--- src/rtl/sar_search_ctrl.sv ---
// sar_search_ctrl
// Binary-search initiator for a magnitude comparator. A candidate value is
// driven on guess, and the comparator's lt/gt/eq flags narrow the [lo, hi]
// range by one probe per clock until equality is reported. The search stops
// with an error pulse if the flags are inconsistent or the range runs out.
//
// Ports:
//   clk          rising-edge system clock
//   reset_p      synchronous active-high reset
//   start        one-cycle search request, sampled only in IDLE
//   lt, gt, eq   comparator flags for guess versus the hidden target
//   guess        registered candidate value driven to the comparator
//   busy         high while a search is in progress (PROBE)
//   done         one-cycle pulse when the target has been found
//   error        one-cycle pulse on bad flags or an exhausted range
//   found_value  last matched value, held until the next successful search
//   probe_count  probes used by the current or last search
module sar_search_ctrl #(
  parameter int WIDTH = 4,
  parameter int CNT_W = 3
) (
  input  logic             clk,
  input  logic             reset_p,
  input  logic             start,
  input  logic             lt,
  input  logic             gt,
  input  logic             eq,
  output logic [WIDTH-1:0] guess,
  output logic             busy,
  output logic             done,
  output logic             error,
  output logic [WIDTH-1:0] found_value,
  output logic [CNT_W-1:0] probe_count
);

  typedef enum logic [0:0] {
    IDLE  = 1'b0,
    PROBE = 1'b1
  } state_t;

  localparam logic [WIDTH-1:0] MAX_V = {WIDTH{1'b1}};
  localparam logic [WIDTH-1:0] MIN_V = {WIDTH{1'b0}};
  localparam logic [WIDTH-1:0] ONE_V = {{(WIDTH-1){1'b0}}, 1'b1};
  localparam logic [CNT_W-1:0] CNT_ONE = {{(CNT_W-1){1'b0}}, 1'b1};

  state_t           state_q, state_d;
  logic [WIDTH-1:0] lo_q, lo_d;
  logic [WIDTH-1:0] hi_q, hi_d;
  logic [WIDTH-1:0] guess_q, guess_d;
  logic [WIDTH-1:0] found_q, found_d;
  logic [CNT_W-1:0] cnt_q, cnt_d;
  logic             busy_q, busy_d;
  logic             done_q, done_d;
  logic             error_q, error_d;

  // Bounds chosen for the next probe, and their midpoint sum kept one bit wider
  // than the operands so lo+hi never wraps.
  logic [WIDTH-1:0] lo_n_s;
  logic [WIDTH-1:0] hi_n_s;
  logic [WIDTH:0]   sum_s;
  logic             fail_s;

  assign guess       = guess_q;
  assign busy        = busy_q;
  assign done        = done_q;
  assign error       = error_q;
  assign found_value = found_q;
  assign probe_count = cnt_q;

  // Next-state and output computation for the IDLE/PROBE search controller.
  always_comb begin
    state_d = state_q;
    lo_d    = lo_q;
    hi_d    = hi_q;
    guess_d = guess_q;
    found_d = found_q;
    cnt_d   = cnt_q;
    busy_d  = busy_q;
    done_d  = 1'b0;
    error_d = 1'b0;
    lo_n_s  = lo_q;
    hi_n_s  = hi_q;
    sum_s   = {(WIDTH+1){1'b0}};
    fail_s  = 1'b0;

    case (state_q)
      IDLE: begin
        if (start) begin
          lo_n_s  = MIN_V;
          hi_n_s  = MAX_V;
          sum_s   = {1'b0, lo_n_s} + {1'b0, hi_n_s};
          lo_d    = lo_n_s;
          hi_d    = hi_n_s;
          guess_d = sum_s[WIDTH:1];
          cnt_d   = CNT_ONE;
          busy_d  = 1'b1;
          state_d = PROBE;
        end else begin
          busy_d  = 1'b0;
        end
      end

      PROBE: begin
        if (eq && !lt && !gt) begin
          found_d = guess_q;
          done_d  = 1'b1;
          busy_d  = 1'b0;
          state_d = IDLE;
        end else begin
          // Target above guess: nothing left above guess means the range is
          // exhausted (guess == hi also covers guess == max value).
          if (lt && !gt && !eq) begin
            if ((guess_q == MAX_V) || (guess_q == hi_q)) begin
              fail_s = 1'b1;
            end else begin
              lo_n_s = guess_q + ONE_V;
            end
          end else if (gt && !lt && !eq) begin
            if ((guess_q == MIN_V) || (guess_q == lo_q)) begin
              fail_s = 1'b1;
            end else begin
              hi_n_s = guess_q - ONE_V;
            end
          end else begin
            // No flag, or more than one flag, cannot come from a comparator.
            fail_s = 1'b1;
          end

          if (fail_s) begin
            error_d = 1'b1;
            busy_d  = 1'b0;
            state_d = IDLE;
          end else begin
            sum_s   = {1'b0, lo_n_s} + {1'b0, hi_n_s};
            lo_d    = lo_n_s;
            hi_d    = hi_n_s;
            guess_d = sum_s[WIDTH:1];
            cnt_d   = cnt_q + CNT_ONE;
            busy_d  = 1'b1;
          end
        end
      end

      default: begin
        state_d = IDLE;
        busy_d  = 1'b0;
      end
    endcase
  end

  // State and output registers with synchronous reset.
  always_ff @(posedge clk) begin
    if (reset_p) begin
      state_q <= IDLE;
      lo_q    <= MIN_V;
      hi_q    <= MAX_V;
      guess_q <= MIN_V;
      found_q <= MIN_V;
      cnt_q   <= {CNT_W{1'b0}};
      busy_q  <= 1'b0;
      done_q  <= 1'b0;
      error_q <= 1'b0;
    end else begin
      state_q <= state_d;
      lo_q    <= lo_d;
      hi_q    <= hi_d;
      guess_q <= guess_d;
      found_q <= found_d;
      cnt_q   <= cnt_d;
      busy_q  <= busy_d;
      done_q  <= done_d;
      error_q <= error_d;
    end
  end

endmodule
--- config.mk ---
export PLATFORM = sky130hd
export DESIGN_NAME = sar_search_ctrl
export DESIGN_NICKNAME = d
export VERILOG_FILES = /design/src/rtl/sar_search_ctrl.sv
export SDC_FILE = /design/constraint.sdc
export NUM_CORES = 1
export LEC_CHECK = 0
export ABC_CLOCK_PERIOD_IN_PS = 7200
export CAP_MARGIN = 15
export CORE_MARGIN = 1.5
export CORE_UTILIZATION = 57
export DETAILED_ROUTE_END_ITERATION = 7
export GPL_ROUTABILITY_DRIVEN = 0
export GPL_TIMING_DRIVEN = 0
export PLACE_DENSITY = 0.83
export SLEW_MARGIN = 25
export SYNTH_ARGS = -nofsm -noshare
export SYNTH_HDL_FRONTEND = slang
export SYNTH_SLANG_ARGS = --single-unit
--- constraint.sdc ---
create_clock -name clk -period 7.2 [get_ports clk]
set_input_delay 1.44 -clock clk [delete_from_list [all_inputs] [get_ports clk]]
set_output_delay 1.44 -clock clk [all_outputs]
set_load 0.005 [all_outputs]
==> results of run 1 <==
==> cells by family (layout without fill, tap and decap cells) <==
logic type | after synthesis | after routing | synth area share, %
mux | 11 | 11 | 8.493
xor+xnor | 13 | 13 | 8.311
compound gates | 24 | 24 | 14.34
simple gates | 56 | 56 | 23.01
buf+inv | 16 | 39 | 6.757
flops | 22 | 22 | 32.15
fa+ha+maj | 7 | 7 | 6.941
==> flip-flops by register name (all words and copies together), names as in the netlist <==
| register | cells |
|---|---|
| hi_q | 4 |
| busy | 1 |
| error | 1 |
| lo_q | 4 |
| guess | 4 |
| probe_count | 3 |
| found_value | 4 |
| done | 1 |
==> power breakdown <==
part	total [W]	internal (W)	switching (W)	leakage (nW)
Clock	0.0000717	0.0000310	0.0000408	0.0210
Combinational	0.0000636	0.0000292	0.0000345	0.439
Sequential	0.000130	0.000126	0.00000366	0.179
Total	0.000265	0.000186	0.0000789	0.639
==> stage by stage <==
| step | area (µm²) | hold slack [ns] |
|---|---|---|
| after floorplan | 1370 | 0.4697 |
| after global placement | 1595 | 0.4656 |
| after detailed placement | 1595 | 0.4877 |
| after CTS | 1632 | 0.5072 |
| after global routing | 1632 | 0.5291 |
| final | 1632 | 0.5027 |
==> layout by cell type, fill, tap and decap left out, drive strengths merged, types with 2 or more instances in the layout <==
cell	count
dfxtp	22
clkdlybuf4s50	19
nor2	15
xor2	12
nand2	12
nand3	8
clkbuf	8
inv	6
mux2i	6
ha	6
buf	6
mux2	5
a21oi	5
o21ai	4
nor3	4
nor3b	3
nor2b	3
and2	3
o211ai	3
nor4	2
a22oi	2
nand3b	2
a311oi	2
a211oi	2
or4b	2
==> final cells by class <==
class,count,area [µm²]
timing repair buffer,19,190.2
fill,179,601.8
tap,28,35.03
clock buffer,4,36.28
sequential,22,440.4
inverter,6,22.52
buffer,10,70.07
multi-input combinational,111,837.1
==> Yosys cell counts (all sizes together) <==
master / n
nand3b: 2
nand2: 12
a21oi: 5
o311ai: 1
mux2: 5
nor3b: 3
o211ai: 3
xor2: 12
dfxtp: 22
a311o: 1
inv: 6
a311oi: 2
buf: 6
nor3: 4
a211oi: 2
a21o: 1
o22a: 1
a31oi: 1
nand3: 8
or4b: 2
xnor2: 1
nor2b: 3
fa: 1
nand2b: 1
mux2i: 6
nor4: 2
a22oi: 2
ha: 6
nor2: 15
and2: 3
o22ai: 1
or2: 1
clkbuf: 4
o21ai: 4
==> metal layers <==
metal | GRT usage, % | up-vias | routed length [µm]
met3 | 5.460 | 8 | 214
met1 | 33.63 | 552 | 1276
met2 | 42.19 | 46 | 1466
met4 | 9.211 | 0 | 51
met5 | 0 | - | 0
li1 | - | 565 | -
==> worst min-delay path, cell delays in order (launching register included) <==
cell,delay (ns)
dfxtp_1,0.34
o211ai_1,0.08
nand2_1,0.06
==> final timing paths <==
| check | end | slack, ns |
|---|---|---|
| setup / recovery | guess[2]$_SDFFE_PP0P_ | 3.18 |
| hold / removal | probe_count[2]$_SDFFE_PP0P_ | 0.50 |
| setup reg to reg | guess[2]$_SDFFE_PP0P_ | 3.74 |
| hold reg to reg | probe_count[2]$_SDFFE_PP0P_ | 0.50 |
==> metrics.cfg, run 1 <==
[timing]
setup_ws_ns = 3.182
maxSlewViolCount = 0
fin_skew_ns = 0.006218
fmax_ghz = 0.2489
hold_viol = 0
maxSlewHeadroom_pct = 66.67
fin_setup_tns_ns = 0
setup-violations-final = 0
rsz0062_at_grt = false
worst_slew_pin_slew_ns = 0.4989
layout_worst_path_cycle_share_pct = 55.80
min_period_ns = 4.018

[floorplanning]
core-area_mm2 = 0.002233
io_pins = 20
dieArea_mm2 = 0.002707
initial_core_util_pct = 61.34
die_w_um = 52.03
die_y_um = 52.03
row_count = 17

[job]
drv_cap = 0

[grt]
grt_max_degree = 13
grt_usage_pct = 25.90
grt_overflow = 0
antenna_found_initial = 0
grt_pass1_wl_um = 5223
grt_pass1_vias = 1177

[synthesis]
synth.yosys.seq_area_share_pct = 32.15
yosys_warnings = 0
synth_area_leaders = dfxtp_1 32%, xor2_1 7.7%, ha_1 5.5%, mux2i_1 4.4%, mux2_2 4.1%
syn_area_per_cell_um2 = 9.195
synth_area_mm2 = 0.001370
synth_top_area_share_pct = 32.15
ys_types = 37
yosys.area.top_type = dfxtp_1
synthCells = 149
synthesis.nets = 162
ys_seq_elements = 22

[critical_path]
end_kind = register
crit_slowest_cell = or4b_4
startpoint = lt
r2r_cells = 12
path_class = primary input to register
r2r_start = guess[0]$_SDFFE_PP0P_
crit_chain = clkdlybuf4s50_1 > or4b_4 > nor2_1 > mux2_2 > ha_1 > a21oi_1 > nand3b_1 > a311o_1 > o311ai_2
cp_num_cells = 9
worst_ep_arrival_time_ns = 4.25
startpoint_type = primary input
path_buf_inv = 1
cp.required_ns = 7.43
critical-path-max-stage-delay_ns = 0.57
crit_family = simple AND/OR/NAND/NOR gates
path_max_fanout = 6

[routing]
drt-pass1-iter-count = 4
antenna_left = 0
route.detailed.drc = 0
viasPerCell = 5.855
wire_per_inst_um = 15.04
routed_wl_um = 3008
first_iter_violations = 34
vias = 1171

[min_path]
min_path_cells = 2
hp-start = probe_count[2]$_SDFFE_PP0P_
hold_class = register to register

[power_and_ir_drop]
leakage_nw = 0.6394
power_w = 0.0002650
ir_drop_mv = 0.1688
power_density_mw_per_mm2 = 162.4

[clocking]
cts_max_level = 1
cts.repair.resized = 0
clock_sinks = 22
cts_hold_buffers = 0
clock_latency_ns = 0.32
clk_path_buf_depth = 2
clk_pin_slew_ns = 0.13
cts_buffers = 3
postCtsSetupBuffers = 0
cts_tree = built
cts-root-buf = clkbuf_4

[finish]
utilization_pct = 73.05
final_cell_count_no_fill = 200
layout.nets = 186
drive_above_1_share_pct = 13.37
syn_to_final_growth_pct = 19.09
diodes = 0

[placed_design]
dpl.hpwl_um = 2278
portBuffers = 19
dp_slack_ns = 2.877
dp.cells = 196

[run_status]
status = completed

No activity file was read; power rests on OpenSTA's default activity.
==> inputs of run 2 (changes only) <==
--- a/config.mk
+++ b/config.mk
@@ -5,14 +5,14 @@
 export SDC_FILE = /design/constraint.sdc
 export NUM_CORES = 1
 export LEC_CHECK = 0
-export ABC_CLOCK_PERIOD_IN_PS = 7200
+export ABC_CLOCK_PERIOD_IN_PS = 3880
 export CAP_MARGIN = 15
 export CORE_MARGIN = 1.5
-export CORE_UTILIZATION = 57
+export CORE_UTILIZATION = 53
 export DETAILED_ROUTE_END_ITERATION = 7
 export GPL_ROUTABILITY_DRIVEN = 0
 export GPL_TIMING_DRIVEN = 0
-export PLACE_DENSITY = 0.83
+export PLACE_DENSITY = 0.78
 export SLEW_MARGIN = 25
 export SYNTH_ARGS = -nofsm -noshare
 export SYNTH_HDL_FRONTEND = slang
==> constraint.sdc (replaced) <==
create_clock -name clk -period 3.88 [get_ports clk]
set_input_delay 0.776 -clock clk [delete_from_list [all_inputs] [get_ports clk]]
set_output_delay 0.776 -clock clk [all_outputs]
set_load 0.005 [all_outputs]
==> run 2 against run 1 <==
Against the previous run: cell count increased by 0.50%; cell area decreased by 0.69%; clock-buffer cell count decreased by 1; sequential power increased by 85%; largest cell class unchanged.
==> metrics.cfg, run 2 (synthesis gave the netlist of run 1 again) <==
[critical_path]
crit_chain = buf_2 > inv_1 > ha_1 > nor3b_1 > or4b_4 > nor2_1 > mux2_2 > ha_1 > a21oi_1 > nand3b_1 > a311o_1 > o311ai_2
path_class = register to register
r2r_slack_ns = 0.41
path_buf_inv = 2
critical-path-max-stage-delay_ns = 0.50
path_max_fanout = 9
startpoint_type = register
worst_ep_arrival_time_ns = 3.69
r2r_cells = 12
cp.required_ns = 4.11
r2r_start = guess[0]$_SDFFE_PP0P_
critPathMostFrequentCell = ha_1
end_kind = register
crit_family = simple AND/OR/NAND/NOR gates
crit_slowest_cell = or4b_4
r2r_end = guess[2]$_SDFFE_PP0P_

[timing]
fmax_ghz = 0.2886
setup-violations-final = 0
fin_setup_tns_ns = 0
worst_slew_pin_slew_ns = 0.5093
rsz0062_at_grt = false
maxSlewViolCount = 0
hold_viol = 0
min_period_ns = 3.465
maxSlewHeadroom_pct = 65.98
fin_skew_ns = 0.009756
layout_worst_path_cycle_share_pct = 89.31

[placed_design]
dpl.hpwl_um = 2294
dp.cells = 198
portBuffers = 19

[routing]
viasPerCell = 5.726
first_iter_violations = 39
vias = 1151
routed_wl_um = 3028
drt-pass1-iter-count = 4
route.detailed.drc = 0
wire_per_inst_um = 15.06
antenna_left = 0

[power_and_ir_drop]
power_density_mw_per_mm2 = 286.0
ir_drop_mv = 0.2652
leakage_nw = 0.6322

[floorplanning]
dieArea_mm2 = 0.002899
core-area_mm2 = 0.002455
die_y_um = 53.85
initial_core_util_pct = 55.81
io_pins = 20
row_count = 18
die_w_um = 53.85

[min_path]
hold_class = register to register
hold_end = probe_count[2]$_SDFFE_PP0P_
min_path_cells = 2
hp-start = probe_count[2]$_SDFFE_PP0P_

[finish]
syn_to_final_growth_pct = 18.26
layout_common_cells = 22 x dfxtp_1, 19 x clkdlybuf4s50_1, 15 x nor2_1, 12 x xor2_1, 12 x nand2_1
layout.nets = 186
drive_above_1_share_pct = 12.87
fillerInstances = 216
diodes = 0
final_common_cell = dfxtp_1
final_cell_count_no_fill = 201
utilization_pct = 66.00

[run_status]
status = completed

[grt]
grt_usage_pct = 23.71
grt_max_degree = 12
antenna_found_initial = 0
grt_pass1_vias = 1097
grt_overflow = 0
grt_pass1_wl_um = 4899

[job]
drv_cap = 0

[clocking]
cts.repair.resized = 0
cts_hold_buffers = 0
clk_path_buf_depth = 2
cts_tree = built
cts-root-buf = clkbuf_4
cts_buffers = 3
clock_sinks = 22
cts_max_level = 1
clk_pin_slew_ns = 0.13
clock_latency_ns = 0.31
postCtsSetupBuffers = 0

-- run 2: cell count changes in the layout (fill, tap and decap cells not counted) --
cell	previous run	this run
clkbuf_8	1	0
-- run 2: cell type report --
cell class,count,area [µm²],share of cell area [%]
buffer,10,70.07,4.324
timing repair buffer,19,190.2,11.74
inverter,6,22.52,1.390
tap,30,37.54,2.317
multi-input combinational,111,837.1,51.66
clock buffer,3,22.52,1.390
sequential,22,440.4,27.18
-- run 2: worst max path at each step --
stage                                      from               endpoint  cells past startpoint
after floorplan           guess[0]$_SDFFE_PP0P_  guess[2]$_SDFFE_PP0P_                     12
after global placement                       lt  guess[2]$_SDFFE_PP0P_                      9
after detailed placement                     lt  guess[2]$_SDFFE_PP0P_                      9
after CTS                 guess[0]$_SDFFE_PP0P_  guess[2]$_SDFFE_PP0P_                     12
after global routing      guess[0]$_SDFFE_PP0P_  guess[2]$_SDFFE_PP0P_                     12
final                     guess[0]$_SDFFE_PP0P_  guess[2]$_SDFFE_PP0P_                     12
-- run 2: worst register-to-register path, cell delays in order (launching register included) --
cell and delay, ns:
dfxtp_1 0.37, buf_2 0.24, inv_1 0.09, ha_1 0.22
nor3b_1 0.15, or4b_4 0.50, nor2_1 0.34, mux2_2 0.41
ha_1 0.34, a21oi_1 0.24, nand3b_1 0.10, a311o_1 0.33
o311ai_2 0.07
-- run 2: where the power goes --
group	internal (W)	switching, W
sequential	0.000234	0.00000675
combinational	0.0000540	0.0000637
clock	0.0000363	0.0000691
-- run 2: metrics by stage --
step                      hold WS (ns)  worst slack, ns  area (µm²)   power, W
final                           0.5033           0.4148        1620  0.0004635
after global routing            0.5235           0.1597        1620  0.0004861
after CTS                       0.5024           0.4136        1620  0.0004653
after detailed placement        0.4845           0.1492        1598  0.0003632
after global placement          0.4673           0.2584        1598  0.0003590
after floorplan                 0.4697           0.7617        1370  0.0003265
-- run 2: metal layers --
metal	GRT usage (%)	share of wire, %	vias to the layer above
met5	0	0	-
met4	8.974	0.92	0
met3	3.889	4.1	4
met2	39.84	49	25
met1	30.28	46	553
li1	-	-	569
